**config.mk**
```make
export PLATFORM = sky130hd
export DESIGN_NAME = spike_readout_decoder
export DESIGN_NICKNAME = d
export VERILOG_FILES = /design/src/rtl/spike_readout_decoder.sv
export SDC_FILE = /design/constraint.sdc
export NUM_CORES = 1
export LEC_CHECK = 0
export ABC_AREA = 1
export CELL_PAD_IN_SITES_DETAIL_PLACEMENT = 2
export CELL_PAD_IN_SITES_GLOBAL_PLACEMENT = 2
export CORE_UTILIZATION = 41
export DETAILED_ROUTE_END_ITERATION = 10
export PLACE_DENSITY_LB_ADDON = 0.1
export SYNTH_ARGS = -nofsm -noshare
export SYNTH_HDL_FRONTEND = slang
export SYNTH_SLANG_ARGS = --single-unit
```
**constraint.sdc**
```tcl
create_clock -name clk -period 7.25 [get_ports clk]
set_input_delay 2.175 -clock clk [delete_from_list [all_inputs] [get_ports clk]]
set_output_delay 2.175 -clock clk [all_outputs]
set_load 0.005 [all_outputs]
```
**src/rtl/spike_readout_decoder.sv**
```systemverilog
// Purpose : rate-decoding linear readout; counts spikes per neuron over a window of enabled cycles and forms a weighted Q6.10 sum.
// Latency : N_NEURONS clock edges from the window-closing edge to y_out/y_valid.
// Backpres: none; a window closing while the MAC is busy is dropped and flagged on the sticky overrun output.
//
// Ports:
//   clk, reset         rising-edge clock, synchronous active-low reset
//   en                 sample enable; gates spike counting and window advance
//   spikes_in          one spike bit per neuron for this cycle
//   w_we/w_addr/w_data weight write port (signed Q6.10), out-of-range addresses ignored
//   y_out, y_valid     saturated Q6.10 estimate and its one-cycle update strobe
//   busy, overrun      MAC running; sticky flag for a window lost to a busy MAC
module spike_readout_decoder #(
    parameter int N_NEURONS = 10,
    parameter int WINDOW    = 32,
    parameter int CNT_W     = $clog2(WINDOW + 1)
) (
    input  logic                         clk,
    input  logic                         reset,
    input  logic                         en,
    input  logic [N_NEURONS-1:0]         spikes_in,
    input  logic                         w_we,
    input  logic [$clog2(N_NEURONS)-1:0] w_addr,
    input  logic [15:0]                  w_data,
    output logic [15:0]                  y_out,
    output logic                         y_valid,
    output logic                         busy,
    output logic                         overrun
);

    localparam int ADDR_W = $clog2(N_NEURONS);
    localparam int LOG2W  = $clog2(WINDOW);

    localparam logic [0:0] S_IDLE = 1'b0;
    localparam logic [0:0] S_MAC  = 1'b1;

    localparam logic [CNT_W-1:0]  WCNT_LAST = CNT_W'(WINDOW - 1);
    localparam logic [ADDR_W-1:0] K_LAST    = ADDR_W'(N_NEURONS - 1);

    logic [CNT_W-1:0]   cnt  [N_NEURONS];
    logic [CNT_W-1:0]   snap [N_NEURONS];
    logic signed [15:0] w    [N_NEURONS];
    logic [CNT_W-1:0]   wcnt;
    logic [ADDR_W-1:0]  k;
    logic signed [31:0] acc;
    logic [0:0]         state;

    logic signed [31:0] snap_ext;
    logic signed [31:0] w_ext;
    logic signed [31:0] mac_sum;
    logic signed [31:0] shifted;
    logic [15:0]        y_sat;
    logic               addr_ok;

    // Widen the address by one bit so a power-of-two N_NEURONS still compares correctly.
    assign addr_ok = ({1'b0, w_addr} < (ADDR_W + 1)'(N_NEURONS));
    assign busy    = (state == S_MAC);

    // Current MAC term; snap is an unsigned count, the weight is signed.
    always_comb begin
        snap_ext = 32'(snap[k]);
        w_ext    = 32'(w[k]);
        mac_sum  = acc + snap_ext * w_ext;
        shifted  = mac_sum >>> LOG2W;   // divide by WINDOW, rounding toward -inf
        y_sat    = shifted[15:0];
        if (shifted > 32'sd32767) begin
            y_sat = 16'h7FFF;
        end else if (shifted < -32'sd32768) begin
            y_sat = 16'h8000;
        end
    end

    always_ff @(posedge clk) begin
        y_valid <= 1'b0;
        if (!reset) begin
            for (int i = 0; i < N_NEURONS; i++) begin
                cnt[i]  <= '0;
                snap[i] <= '0;
                w[i]    <= '0;
            end
            wcnt    <= '0;
            k       <= '0;
            acc     <= '0;
            state   <= S_IDLE;
            y_out   <= '0;
            overrun <= 1'b0;
        end else begin
            if (w_we && addr_ok) begin
                w[w_addr] <= w_data;
            end

            if (en) begin
                if (wcnt == WCNT_LAST) begin
                    // Closing cycle's spikes belong to the window being snapped.
                    for (int i = 0; i < N_NEURONS; i++) begin
                        cnt[i] <= '0;
                    end
                    wcnt <= '0;
                    if (state == S_IDLE) begin
                        for (int i = 0; i < N_NEURONS; i++) begin
                            snap[i] <= cnt[i] + CNT_W'(spikes_in[i]);
                        end
                        state <= S_MAC;
                        k     <= '0;
                        acc   <= '0;
                    end else begin
                        overrun <= 1'b1;
                    end
                end else begin
                    for (int i = 0; i < N_NEURONS; i++) begin
                        cnt[i] <= cnt[i] + CNT_W'(spikes_in[i]);
                    end
                    wcnt <= wcnt + CNT_W'(1);
                end
            end

            if (state == S_MAC) begin
                if (k == K_LAST) begin
                    y_out   <= y_sat;
                    y_valid <= 1'b1;
                    state   <= S_IDLE;
                end else begin
                    acc <= mac_sum;
                    k   <= k + ADDR_W'(1);
                end
            end
        end
    end

endmodule

```
==> summary.md <==
| Metric | Value |
|---|---|
| Crit path launch | k[1]$_SDFF_PN0_ |
| Max Slew Vio Count | 0 |
| Initial antenna violation count | 1 |
| Clock Latency Late Sink | between 0.6 and 0.7 ns |
| Die area | 61500 um^2 |
| Dpl cells | 3527 |
| IO Port Bufs | 52 |
| CTS tree | done |
| Post-CTS Hold Buffers | 0 |
| Ant diodes | 0 |
| CTS Buf Count | 50 |
| Final hold viol count | 0 |
| Post-DP HPWL | 57000 um |
| DRC | 0 |
| Nets | slightly above 3k |
| Routed WL | about 80000 um |
| CP Launch Type | flop |
| Max-Slew Margin vs Limit | 17.7% |
| Crit Path Max Fanout | 41 |
| Setup TNS | 0 ns |
| Clk slew on worst S/H paths | 0.06 ns |
| Vias in the first global route | 21.7k |
| Hold Worst Slack | approximately 0.47 ns |
| Worst-margin pin slew | 1.23 ns |
| Sequential area share after synthesis | 50.4% |
| Standard-cell rows | 89 |
| FF-to-FF setup slack | 0.39 ns |
| Vias per cell | roughly 5.3 |
| CTS max path bufs | 3 |
| Min-Delay Path Class | flop to flop |
| Setup crit end | y_out[1]$_SDFFE_PN0P_ |
| Maximum VDD drop | 0.181 mV |
| Outcome | finished clean |
| Largest net degree at the start of global routing | 99 |
| Layout cells sized above 1 | ~6.4% |
| Max stage delay cell, worst path | fa_1 |
| Worst setup EP type | flop |
| Distinct cells, synth | 43 |
| Wirelength per Cell | 22.1 um |
| Drt pass-1 iters | 5 |
| Flops & latches, synth | 437 |
| PD cells | 241 nW/um^2 |
| Final Cycle Share | a little over nine tenths |
| Grt ovf | 0 |
| Reg2Reg Depth | 29 |
| Fin cells | 3620 |
| Overall Global Routing Usage | 26.8% |
| Minimum clock period | between 6 and 7 ns |
| Mapped Cells | 2665 |
| Starting density of the core | about two fifths |
| Avg Inst Size Synth | 9.31 um^2 |
| Die width | around 250 um |
| Final ANT Viol Nets | 0 |
| # setup viols final | 0 |
| Largest stage delay, worst path | 0.57 ns |
| Chip height | 248 um |
| Sink Count | 437 |
| Cell Area, Synth | 24800 um^2 |
| Critical Path RT | between 7 and 8 ns |
| Gp weighted congestion | 0.846 |
| CP dominant cell by count | nand2_1 |
| Core area | 59500 um^2 |
| Max-Cap Viols | 0 |
| CTS root buf | clkbuf_16 |
| Leakage | approximately 12 nW |
| Worst R2R End | y_out[1]$_SDFFE_PN0P_ |
| CTS HTree Levels | 2 |
| Initial DRC Count | 1032 |
| Synthesis warning total | 0 |
| Ys flop type | edfxtp_1 |
| Vias after detailed routing | 19.1k |
| Critical R2R Launch | k[1]$_SDFF_PN0_ |
| First-pass GRT wire length | 125000 um |
| FMAX | 146 MHz |
| Layout area overhead | 14.0% |
| Post-synth EDFFs | 376 |
| Crit Path Class | flop to flop |
| Arrival time at the worst endpoint | 7.38 ns |
| Asr flop ratio synth | 0% |
| Setup Skew | 0.0332 ns |
| IO Pins | 53 |
[critical path: cells and delay by family, from the launching register on]
kind	cells	cell delay, ns
compound gates	3	0.59
fa+ha+maj	5	2.51
buf+inv	5	1.03
flops	1	0.37
simple gates	16	2.24
[kinds of logic (layout without fill, tap and decap cells)]
group	after synthesis	count (layout)	share of synthesized area, %
and+or+nand+nor	1084	1084	17.5
buffers and inverters	522	609	8.06
DFF	437	437	50.4
AOI/OAI and AO/OA	358	358	8.29
adders and majority gates	198	198	13.5
xor gates and xnor gates	65	65	2.32
other	1	96	0.0151
[repair_timing]
| item | 4_1_cts | 5_1_grt |
|---|---|---|
| setup endpoints to repair | 0 | 15 |
| setup buffers | 0 | 2 |
| gates resized for setup | 0 | 5 |
[synthesized netlist by cell type (26+ instances only)]
cell type	n	area share, %
ha_1	83	4.2
dfxtp_1	61	4.9
inv_1	413	6.2
nand2_1	471	7.1
o21ai_0	187	3.8
xnor2_1	38	1.3
edfxtp_1	376	45
a21oi_1	58	1.2
fa_1	115	9.3
o22ai_1	61	1.5
nand3_1	73	1.5
nor2_1	487	7.4
xor2_1	26	0.92
clkbuf_1	84	1.3
[worst min-delay path by stage]
| stage | startpoint | end | cells past startpoint |
|---|---|---|---|
| after floorplan | acc[20]$_SDFF_PN0_ | acc[20]$_SDFF_PN0_ | 2 |
| after global placement | acc[29]$_SDFF_PN0_ | acc[29]$_SDFF_PN0_ | 2 |
| after detailed placement | acc[30]$_SDFF_PN0_ | acc[30]$_SDFF_PN0_ | 2 |
| after CTS | acc[20]$_SDFF_PN0_ | acc[20]$_SDFF_PN0_ | 2 |
| after global routing | acc[15]$_SDFF_PN0_ | acc[15]$_SDFF_PN0_ | 2 |
| final | acc[19]$_SDFF_PN0_ | acc[19]$_SDFF_PN0_ | 2 |
[registers in the layout, summed over array words and instances, names as in the netlist]
name     cells
k            4
w          256
y_out       16
y_valid      1
overrun      1
wcnt         6
snap        60
acc         32
busy         1
cnt         60
[layout make-up]
cell class	instances	area (um^2)
flip-flops and latches	437	12500
repair buffers	102	957
well taps	773	967
clock inverters	22	229
clock buffers	69	1370
inverters	416	1570
multi-input cells	1801	10700
fillers	6339	31200
[routing by layer]
metal  GRT usage, %  wire length [um]  vias up
li1               -                 -     8793
met1           33.3             34000     9888
met2           48.4             41000      318
met3           3.43              2940      110
met4           8.28              2010        0
met5              0                 0        -
[metrics by stage]
stage / instance area (um^2) / utilization, % / setup slack, ns / total power [W]
2_1_floorplan: 25200 / - / 1.27 / 0.00388
3_3_place_gp: 26700 / 44.8 / 0.374 / 0.00428
3_5_place_dp: 26700 / 44.8 / 0.108 / 0.00435
4_1_cts: 28300 / 47.5 / 0.0201 / 0.00688
5_1_grt: 28300 / 47.6 / -0.0322 / 0.00713
6_report: 28300 / 47.6 / 0.386 / 0.00682
[power breakdown]
group	internal (W)	switching [W]	total [W]
combinational	0.000410	0.000972	0.00138
sequential	0.00286	0.0000514	0.00292
clock	0.00144	0.00108	0.00252
total	0.00471	0.00211	0.00682
[cell usage in the layout, fill, tap and decap left out, drive strengths merged, types with 61 or more instances in the layout]
master  count
o22ai      61
ha         83
dfxtp      61
a21oi      69
conb       96
edfxtp    376
clkbuf     69
o21ai     188
nand3      80
inv       419
nand2     484
fa        115
nor2      498
(Power assumes the default switching activity.)
